$ cat src/rtl/vga_timing_gen_if.sv
// Bus bundle between the VGA timing generator, its framebuffer and the VGA pins.
// The master side is the timing generator: it issues framebuffer reads and drives the pins.
// The slave side returns pixel data and observes the pins.
interface vga_timing_gen_if #(
  parameter int unsigned CNT_W   = 11,
  parameter int unsigned COLOR_W = 4
) ();

  // Framebuffer fetch side
  logic               rd_en;
  logic [CNT_W-1:0]   h_addr;
  logic [CNT_W-1:0]   v_addr;
  logic [31:0]        vga_data;

  // VGA pin side
  logic               hsync;
  logic               vsync;
  logic [COLOR_W-1:0] vga_r;
  logic [COLOR_W-1:0] vga_g;
  logic [COLOR_W-1:0] vga_b;
  logic               de;
  logic               frame_start;
  logic               vblank;

  modport master (
    output rd_en, h_addr, v_addr,
    input  vga_data,
    output hsync, vsync, vga_r, vga_g, vga_b, de, frame_start, vblank
  );

  modport slave (
    input  rd_en, h_addr, v_addr,
    output vga_data,
    input  hsync, vsync, vga_r, vga_g, vga_b, de, frame_start, vblank
  );

endinterface

$ cat src/rtl/vga_timing_gen.sv
// Parametrised VGA raster timing generator with framebuffer fetch lookahead.
// Counters drive a combinational fetch stage (rd_en/h_addr/v_addr); sync, de, frame_start and
// vblank are delayed by RD_LATENCY so they line up with the returned pixel, then registered
// together with the colour.
// Optional build macro VGA_TEST_PATTERN_EN adds a test_mode input that replaces framebuffer
// colour with eight vertical bars.
module vga_timing_gen #(
  parameter int unsigned H_SYNC     = 96,
  parameter int unsigned H_BP       = 48,
  parameter int unsigned H_ACTIVE   = 640,
  parameter int unsigned H_FP       = 16,
  parameter int unsigned V_SYNC     = 2,
  parameter int unsigned V_BP       = 33,
  parameter int unsigned V_ACTIVE   = 480,
  parameter int unsigned V_FP       = 10,
  parameter bit          HSYNC_POL  = 1'b0,
  parameter bit          VSYNC_POL  = 1'b0,
  parameter int unsigned COLOR_W    = 4,
  parameter int unsigned RD_LATENCY = 1,
  parameter int unsigned CNT_W      = 11
) (
  input  logic             pclk,
  input  logic             reset,
`ifdef VGA_TEST_PATTERN_EN
  input  logic             test_mode,
`endif
  input  logic             en,
  vga_timing_gen_if.master vga
);

  localparam int unsigned H_TOTAL = H_SYNC + H_BP + H_ACTIVE + H_FP;
  localparam int unsigned V_TOTAL = V_SYNC + V_BP + V_ACTIVE + V_FP;
  localparam int unsigned LAST    = RD_LATENCY - 1;

  localparam logic [CNT_W-1:0] H_MAX       = CNT_W'(H_TOTAL - 1);
  localparam logic [CNT_W-1:0] V_MAX       = CNT_W'(V_TOTAL - 1);
  localparam logic [CNT_W-1:0] H_SYNC_END  = CNT_W'(H_SYNC);
  localparam logic [CNT_W-1:0] V_SYNC_END  = CNT_W'(V_SYNC);
  localparam logic [CNT_W-1:0] H_ACT_START = CNT_W'(H_SYNC + H_BP);
  localparam logic [CNT_W-1:0] V_ACT_START = CNT_W'(V_SYNC + V_BP);
  localparam logic [CNT_W-1:0] H_ACT_END   = CNT_W'(H_SYNC + H_BP + H_ACTIVE);
  localparam logic [CNT_W-1:0] V_ACT_END   = CNT_W'(V_SYNC + V_BP + V_ACTIVE);
  localparam logic [CNT_W-1:0] CNT_ONE     = CNT_W'(1);

  // ---------------------------------------------------------------------------------------------
  // Raster counters
  // ---------------------------------------------------------------------------------------------
  logic [CNT_W-1:0] hc_q, hc_d;
  logic [CNT_W-1:0] vc_q, vc_d;

  // Next raster position; en low parks the raster at the frame origin.
  always_comb begin
    hc_d = hc_q;
    vc_d = vc_q;
    if (!en) begin
      hc_d = '0;
      vc_d = '0;
    end else if (hc_q == H_MAX) begin
      hc_d = '0;
      vc_d = (vc_q == V_MAX) ? '0 : vc_q + CNT_ONE;
    end else begin
      hc_d = hc_q + CNT_ONE;
    end
  end

  // Raster counter registers.
  always_ff @(posedge pclk) begin
    if (reset) begin
      hc_q <= '0;
      vc_q <= '0;
    end else begin
      hc_q <= hc_d;
      vc_q <= vc_d;
    end
  end

  // ---------------------------------------------------------------------------------------------
  // Fetch stage (combinational on the counters)
  // ---------------------------------------------------------------------------------------------
  logic             h_act, v_act, act;
  logic             rd_en;
  logic [CNT_W-1:0] h_off, v_off;
  logic             hs_f, vs_f, de_f, fs_f, vb_f;

  assign h_act = (hc_q >= H_ACT_START) && (hc_q < H_ACT_END);
  assign v_act = (vc_q >= V_ACT_START) && (vc_q < V_ACT_END);
  assign act   = h_act & v_act & en;

  // Modulo-2^CNT_W offsets into the active area; only meaningful while act is high.
  assign h_off = hc_q - H_ACT_START;
  assign v_off = vc_q - V_ACT_START;

`ifdef VGA_TEST_PATTERN_EN
  // Test pattern needs no framebuffer traffic.
  assign rd_en = act & ~test_mode;
`else
  assign rd_en = act;
`endif

  assign vga.rd_en  = rd_en;
  assign vga.h_addr = rd_en ? h_off : '0;
  assign vga.v_addr = rd_en ? v_off : '0;

  // Side-band at the fetch stage; with en low it matches the reset state of the outputs.
  assign hs_f = (en && (hc_q < H_SYNC_END)) ? HSYNC_POL : ~HSYNC_POL;
  assign vs_f = (en && (vc_q < V_SYNC_END)) ? VSYNC_POL : ~VSYNC_POL;
  assign de_f = act;
  assign fs_f = en && (hc_q == '0) && (vc_q == '0);
  assign vb_f = ~(en & v_act);

  // ---------------------------------------------------------------------------------------------
  // Read-latency delay line
  // ---------------------------------------------------------------------------------------------
  logic [RD_LATENCY-1:0] hs_p, vs_p, de_p, fs_p, vb_p;

`ifdef VGA_TEST_PATTERN_EN
  logic [CNT_W-1:0] hx_f;
  logic [CNT_W-1:0] hx_p [RD_LATENCY];

  // Unforced x address follows the pixel even while rd_en is suppressed by test_mode.
  assign hx_f = act ? h_off : '0;
`endif

  // Delay side-band by RD_LATENCY so it meets the pixel returned for the same fetch.
  always_ff @(posedge pclk) begin
    if (reset) begin
      hs_p <= {RD_LATENCY{~HSYNC_POL}};
      vs_p <= {RD_LATENCY{~VSYNC_POL}};
      de_p <= '0;
      fs_p <= '0;
      vb_p <= '1;
`ifdef VGA_TEST_PATTERN_EN
      for (int i = 0; i < RD_LATENCY; i++) begin
        hx_p[i] <= '0;
      end
`endif
    end else begin
      hs_p[0] <= hs_f;
      vs_p[0] <= vs_f;
      de_p[0] <= de_f;
      fs_p[0] <= fs_f;
      vb_p[0] <= vb_f;
      for (int i = 1; i < RD_LATENCY; i++) begin
        hs_p[i] <= hs_p[i-1];
        vs_p[i] <= vs_p[i-1];
        de_p[i] <= de_p[i-1];
        fs_p[i] <= fs_p[i-1];
        vb_p[i] <= vb_p[i-1];
      end
`ifdef VGA_TEST_PATTERN_EN
      hx_p[0] <= hx_f;
      for (int i = 1; i < RD_LATENCY; i++) begin
        hx_p[i] <= hx_p[i-1];
      end
`endif
    end
  end

  // ---------------------------------------------------------------------------------------------
  // Colour select
  // ---------------------------------------------------------------------------------------------
  logic [COLOR_W-1:0] r_d, g_d, b_d;
  logic               unused_data;

  // Bytes outside the top COLOR_W bits of each channel are deliberately dropped.
  assign unused_data = ^vga.vga_data;

`ifdef VGA_TEST_PATTERN_EN
  localparam int unsigned BAR_W = CNT_W + 3;
  localparam logic [BAR_W-1:0] BAR_DIV = BAR_W'(H_ACTIVE);

  logic [BAR_W-1:0] bar_num;
  logic [2:0]       bar;

  // Bar index = x * 8 / H_ACTIVE, taken from the delayed address.
  assign bar_num = {hx_p[LAST], 3'b000};
  assign bar     = 3'(bar_num / BAR_DIV);
`endif

  // Colour is only taken while the delayed de is high, so blanking-time data never leaks out.
  always_comb begin
    r_d = '0;
    g_d = '0;
    b_d = '0;
    if (de_p[LAST]) begin
`ifdef VGA_TEST_PATTERN_EN
      if (test_mode) begin
        r_d = {COLOR_W{bar[2]}};
        g_d = {COLOR_W{bar[1]}};
        b_d = {COLOR_W{bar[0]}};
      end else begin
        r_d = vga.vga_data[23 -: COLOR_W];
        g_d = vga.vga_data[15 -: COLOR_W];
        b_d = vga.vga_data[7 -: COLOR_W];
      end
`else
      r_d = vga.vga_data[23 -: COLOR_W];
      g_d = vga.vga_data[15 -: COLOR_W];
      b_d = vga.vga_data[7 -: COLOR_W];
`endif
    end
  end

  // ---------------------------------------------------------------------------------------------
  // Output register
  // ---------------------------------------------------------------------------------------------
  logic               hsync_q, vsync_q, de_q, fs_q, vblank_q;
  logic [COLOR_W-1:0] r_q, g_q, b_q;

  // Register all pin outputs together so sync and colour leave on the same edge.
  always_ff @(posedge pclk) begin
    if (reset) begin
      hsync_q  <= ~HSYNC_POL;
      vsync_q  <= ~VSYNC_POL;
      de_q     <= 1'b0;
      fs_q     <= 1'b0;
      vblank_q <= 1'b1;
      r_q      <= '0;
      g_q      <= '0;
      b_q      <= '0;
    end else begin
      hsync_q  <= hs_p[LAST];
      vsync_q  <= vs_p[LAST];
      de_q     <= de_p[LAST];
      fs_q     <= fs_p[LAST];
      vblank_q <= vb_p[LAST];
      r_q      <= r_d;
      g_q      <= g_d;
      b_q      <= b_d;
    end
  end

  assign vga.hsync       = hsync_q;
  assign vga.vsync       = vsync_q;
  assign vga.de          = de_q;
  assign vga.frame_start = fs_q;
  assign vga.vblank      = vblank_q;
  assign vga.vga_r       = r_q;
  assign vga.vga_g       = g_q;
  assign vga.vga_b       = b_q;

endmodule
$ cat src/flat_wrapper.sv
// flat-port wrapper written by rule: the top's interface ports become plain ports
module vga_timing_gen_flat 
#(
  parameter int unsigned H_SYNC     = 96,
  parameter int unsigned H_BP       = 48,
  parameter int unsigned H_ACTIVE   = 640,
  parameter int unsigned H_FP       = 16,
  parameter int unsigned V_SYNC     = 2,
  parameter int unsigned V_BP       = 33,
  parameter int unsigned V_ACTIVE   = 480,
  parameter int unsigned V_FP       = 10,
  parameter bit          HSYNC_POL  = 1'b0,
  parameter bit          VSYNC_POL  = 1'b0,
  parameter int unsigned COLOR_W    = 4,
  parameter int unsigned RD_LATENCY = 1,
  parameter int unsigned CNT_W      = 11
)
  (pclk, reset, en, vga_rd_en, vga_h_addr, vga_v_addr, vga_vga_data, vga_hsync, vga_vsync, vga_vga_r, vga_vga_g, vga_vga_b, vga_de, vga_frame_start, vga_vblank);
  vga_timing_gen_if #(.CNT_W(CNT_W), .COLOR_W(COLOR_W)) vga_i ();
  input  logic pclk;
  input  logic reset;
  input  logic en;
  output wire logic [$bits(vga_i.rd_en)-1:0] vga_rd_en;
  output wire logic [$bits(vga_i.h_addr)-1:0] vga_h_addr;
  output wire logic [$bits(vga_i.v_addr)-1:0] vga_v_addr;
  input wire logic [$bits(vga_i.vga_data)-1:0] vga_vga_data;
  output wire logic [$bits(vga_i.hsync)-1:0] vga_hsync;
  output wire logic [$bits(vga_i.vsync)-1:0] vga_vsync;
  output wire logic [$bits(vga_i.vga_r)-1:0] vga_vga_r;
  output wire logic [$bits(vga_i.vga_g)-1:0] vga_vga_g;
  output wire logic [$bits(vga_i.vga_b)-1:0] vga_vga_b;
  output wire logic [$bits(vga_i.de)-1:0] vga_de;
  output wire logic [$bits(vga_i.frame_start)-1:0] vga_frame_start;
  output wire logic [$bits(vga_i.vblank)-1:0] vga_vblank;
  assign vga_rd_en = vga_i.rd_en;
  assign vga_h_addr = vga_i.h_addr;
  assign vga_v_addr = vga_i.v_addr;
  assign vga_i.vga_data = vga_vga_data;
  assign vga_hsync = vga_i.hsync;
  assign vga_vsync = vga_i.vsync;
  assign vga_vga_r = vga_i.vga_r;
  assign vga_vga_g = vga_i.vga_g;
  assign vga_vga_b = vga_i.vga_b;
  assign vga_de = vga_i.de;
  assign vga_frame_start = vga_i.frame_start;
  assign vga_vblank = vga_i.vblank;
  vga_timing_gen #(.H_SYNC(H_SYNC), .H_BP(H_BP), .H_ACTIVE(H_ACTIVE), .H_FP(H_FP), .V_SYNC(V_SYNC), .V_BP(V_BP), .V_ACTIVE(V_ACTIVE), .V_FP(V_FP), .HSYNC_POL(HSYNC_POL), .VSYNC_POL(VSYNC_POL), .COLOR_W(COLOR_W), .RD_LATENCY(RD_LATENCY), .CNT_W(CNT_W)) u_core (.pclk(pclk), .reset(reset), .en(en), .vga(vga_i));
endmodule
$ cat config.mk
export PLATFORM = sky130hd
export DESIGN_NAME = vga_timing_gen_flat
export DESIGN_NICKNAME = d
export VERILOG_FILES = /design/src/rtl/vga_timing_gen_if.sv /design/src/rtl/vga_timing_gen.sv /design/src/flat_wrapper.sv
export SDC_FILE = /design/constraint.sdc
export NUM_CORES = 1
export LEC_CHECK = 0
export CAP_MARGIN = 20
export CORE_UTILIZATION = 25
export DETAILED_ROUTE_END_ITERATION = 6
export PLACE_DENSITY = 0.56
export SLEW_MARGIN = 20
export SYNTH_ARGS = -nofsm -noshare
export SYNTH_HDL_FRONTEND = slang
export SYNTH_SLANG_ARGS = --single-unit
$ cat constraint.sdc
create_clock -name pclk -period 6 [get_ports pclk]
set_input_delay 1.8 -clock pclk [delete_from_list [all_inputs] [get_ports pclk]]
set_output_delay 1.8 -clock pclk [all_outputs]
set_load 0.01 [all_outputs]
; Word-level counts from Yosys, hierarchy flattened
; Index checks and enable logic that the tools add are counted.
[totals]
ff_bits = 44
input_bits = 35
out_inout_bits = 40
wordCells = 49
[op_classes]
add_sub_neg = 4
magnitude_cmp = 6
n_eq_ne = 2
n_mux = 5
bitwise = 6
reduce_logical = 11
[op_table]
columns = cell, n
row1 = two-way mux 11 bit, 3
row2 = adder 11 x 1 -> 11 bit (second input constant), 2
row3 = == test 11 x 10 -> 1 bit (second input constant), 2
row4 = zero test 11 bit, 2
row5 = < comparator 11 x 10 -> 1 bit (second input constant), 2
row6 = >= comparator 11 x 6 -> 1 bit (second input constant), 1
row7 = >= comparator 11 x 8 -> 1 bit (second input constant), 1
row8 = < comparator 11 x 2 -> 1 bit (second input constant), 1
row9 = < comparator 11 x 7 -> 1 bit (second input constant), 1
row10 = subtractor 11 x 6 -> 11 bit (second input constant), 1
row11 = subtractor 11 x 8 -> 11 bit (second input constant), 1
row12 = logical AND 1 bit, 6
row13 = OR reduction 2 bit, 2
row14 = AND 1 bit, 3
row15 = NOT 1 bit, 3
row16 = OR reduction 3 bit, 1
row17 = two-way mux 1 bit, 2

; Depth between registers and ports, before layout
; Gate-level depths: netlist of the first run.
[depth]
word_depth = 5
mapped_depth = 8
ltp_nobuf = 6

; Least setup slack after synthesis of the first run
; No wires, ideal clock.
[synth_path]
path_kind = input to output
startpoint = in en
endpoint = out vga_h_addr[6]
arrival_ns = 2.726
required_time_ns = 4.200
slack_ns = 1.474
cell_stages = 5
n_path_buf = 1
cell_sequence = nor2b_1 -> o21ai_0 -> a31o_2 -> clkbuf_1 -> nor3_1
[synth_between]
elab_chain_cells = 2
[synth_lines]
columns = element, line_no
row1 = start: declaration, flat_wrapper.sv:22  ; input logic en;
row2 = AND 1 bit, vga_timing_gen.sv:87  ; assign act = h_act & v_act & en;
row3 = two-way mux 11 bit, vga_timing_gen.sv:101  ; assign vga.h_addr = rd_en ? h_off : '0;
row4 = end: declaration, flat_wrapper.sv:24  ; output wire logic [$bits(vga_i.h_addr)-1:0] vga_h_addr;
; No other way between the ends.

; Final worst setup path of the first run
[layout_path]
startpoint = in en
endpoint = out vga_h_addr[7]
; The elaborated chain is that of the path after synthesis.

==> results of run 1 <==
==> where the power goes <==
group	leakage, nW	internal (mW)	switching (mW)
logic	0.589	0.0120	0.00780
registers	0.356	0.294	0.00113
clock network	0.0583	0.125	0.107
total	1.00	0.432	0.116
==> cell families (layout without fill, tap and decap cells) <==
logic type               Yosys count  in the layout
AO/OA/AOI/OAI                     35             35
XOR/XNOR                          20             20
adder cells (fa/ha/maj)            8              8
buffers and inverters             31             72
flip-flops                        44             44
AND/OR/NAND/NOR                  131            131
==> placed cells by master (no fill, tap or decap), types with 2 or more instances in the layout <==
cell and instances:
xnor2_1 16, nand2_1 13, clkdlybuf4s50_1 54, ha_1 8
inv_1 10, or4_1 7, or2_2 3, and3_1 4
nand3_1 8, and2_1 12, o21ai_1 2, or3_1 4
xor2_1 4, nand2b_1 4, a21oi_1 11, o21ai_0 7
nor4_1 3, nor2b_1 4, clkbuf_8 5, nor3b_1 2
nor2_1 18, a32o_1 2, nor3_1 33, and4_1 2
o31ai_1 4, nand3b_1 3, dfxtp_1 44, clkinv_4 2
nand4_1 6
==> synthesized netlist by cell type (2+ instances only) <==
cell       n
dfxtp_1   44
nor3_1    33
clkbuf_1  18
nor2_1    18
xnor2_1   16
nand2_1   13
and2_1    12
a21oi_1   11
inv_1     10
ha_1       8
nand3_1    8
o21ai_0    7
or4_1      7
nand4_1    6
and3_1     4
nand2b_1   4
nor2b_1    4
o31ai_1    4
or3_1      4
xor2_1     4
nand3b_1   3
nor4_1     3
or2_2      3
a32o_1     2
and4_1     2
buf_2      2
nor3b_1    2
o21ai_1    2
==> final timing paths <==
check                            startpoint                            to  slack [ps]  cells after the start
hold / removal       u_core.vb_p$_SDFF_PP1_  u_core.vga.vblank$_SDFF_PP1_         420                      1
hold reg to reg      u_core.vb_p$_SDFF_PP1_  u_core.vga.vblank$_SDFF_PP1_         420                      1
setup reg to reg  u_core.hc_q[4]$_SDFF_PP0_   u_core.vc_q[5]$_SDFFE_PP0P_        3450                      5
setup / recovery                         en                 vga_h_addr[7]         390                      6
==> registers in the layout, summed over array words and instances, names as in the netlist, 4 cells and up <==
register          count
u_core.hc_q          11
u_core.vc_q          11
u_core.vga.vga_b      4
u_core.vga.vga_g      4
u_core.vga.vga_r      4
==> final cells by class <==
type / instances / area, µm² / share of cell area [%]
clock buffers: 5 / 68.8 / 2.34
clock inverters: 3 / 47.5 / 1.62
inverters: 10 / 37.5 / 1.28
multi-input cells: 194 / 1230 / 41.8
flip-flops and latches: 44 / 881 / 30.0
well taps: 108 / 135 / 4.60
repair buffers: 54 / 541 / 18.4
==> metrics by stage <==
stage / cell area (µm²) / power, mW / util (%) / hold WS [ps] / setup WS, ps
floorplan: 2240 / 0.309 / - / 389 / 1470
global placement: 2820 / 0.322 / 32.5 / 396 / 365
detailed placement: 2820 / 0.322 / 32.5 / 400 / 355
CTS: 2940 / 0.556 / 33.9 / 421 / 352
global route: 2940 / 0.571 / 33.9 / 435 / 199
finish: 2940 / 0.547 / 33.9 / 417 / 393
==> metal layers <==
metal | vias up | part of all wire [%] | GRT usage [%]
met5 | - | 0 | 0
met4 | 0 | 0.99 | 3.55
met3 | 4 | 6.8 | 2.74
met2 | 62 | 44 | 19.1
met1 | 936 | 49 | 16.3
li1 | 1023 | - | -
==> results.cfg, run 1 <==
[detailed_routing]
viasPerCell = 4.84
drt_iter0_markers = 167
drcViolationCount = 0
first_pass_iters = 4
routed-via-count = 2025
routedWlPerCell_um = 12.8
route.final.wire_length_mm = 5.36
ant_nets = 0

[floorplan]
ios = 75
core-area_um2 = 8680
die_y_um = 96.6
start_util_pct = 25.8
num_rows = 34
die_w_um = 96.6
die-area_um2 = 9330

[clock_tree]
clk_pin_slew_ps = 80
ctsHoldBuffers = 0
cts_setup_buffers = 0
cts_resized = 0
cts_buffers = 5
clkSinkCount = 44
cts_tree = yes
clk_path_buf_depth = 2
root_buffer = clkbuf_8
clk_latency_ps = 290
h-tree-depth = 2

[cells_and_area]
drive_above_1_share_pct = 4.19
n_fill_cell = 920
antennaDiodeCount = 0
fin_cells = 418
nNetsFinal = 352
area_growth_pct = 31.4

[pwr]
ir_drop_uv = 89.2
p_per_area_nw_per_um2 = 186
leakagePower_nw = 1.00

[outcome]
status = finished clean

[synthesis]
synthTopCellsByArea = dfxtp_1 39%, nor3_1 7.4%, xnor2_1 6.3%
syn_area_um2 = 2240
synth_warnings = 0
syn-instance-count = 269
ys_seq_area_share_pct = 39.4
synth_cell_types = 43
synthAdderAreaFrac_pct = 4.47
synth_xor_area_share_pct = 7.83
synth_top_area_cell = dfxtp_1
ys_ff_latch = 44
muxShareOfSynthArea_pct = 0
ys.flop_type = dfxtp_1
synth_nets = 312
async_reset_ff_share_pct = 0
synth_top_area_share_pct = 39.4
synth_compound_area_share_pct = 10.1
synth_top_family_by_area = simple AND/OR/NAND/NOR gates
syn_avg_cell_area_um2 = 8.32
yosys.area_share.simple_pct = 32.6
synth_edf_count = 0

[setup_path]
cpPeakStageDelay_ps = 590
crit_slowest_cell = clkdlybuf4s50_1
crit_required_ps = 4200
startpoint_type = input port
critPathTopFamily = buffers and inverters
crit_chain = clkdlybuf4s50_1 -> nor2b_1 -> o21ai_0 -> a31o_2 -> nor4b_1 -> clkdlybuf4s50_1
crit_top_cell = clkdlybuf4s50_1
worstPathMaxFanout = 24
cp-end-kind = output port
cp_num_buf_inv = 2
path_class = in -> out
cp.arrival_ps = 3810

[timing]
fin_crit_sh_pct = 93.4
finalSetupTns_ps = 0
min_period_ps = 5610
setup_viol = 0
worst_pin_slew_ps = 892
hold_viol = 0
slew_headroom_pct = 40.5
max_freq_mhz = 178
rsz0062_at_grt = false
slew_viol_final = 0
clock-skew-final_ps = 7.57

[global_routing]
grt_pass1_vias = 1934
grt_overflow = 0
antenna_found_initial = 0
grt_usage_pct = 12.1
grt_max_degree = 26
grt_pass1_wl_mm = 8.84

[place]
portBuffers = 54
dp_hpwl_mm = 3.85
placed_cells = 410
gp_congestion = 0.796

[worst_hold_path]
hold_path.class = reg -> reg

[run]
drv_cap = 0
Power figures use the tool's default switching activity.
==> inputs of run 2 (changes only) <==
- SLEW_MARGIN: 20 -> unset
==> results of run 2 <==
Same layout as run 1: the final DEF is identical, and so are final timing and power.
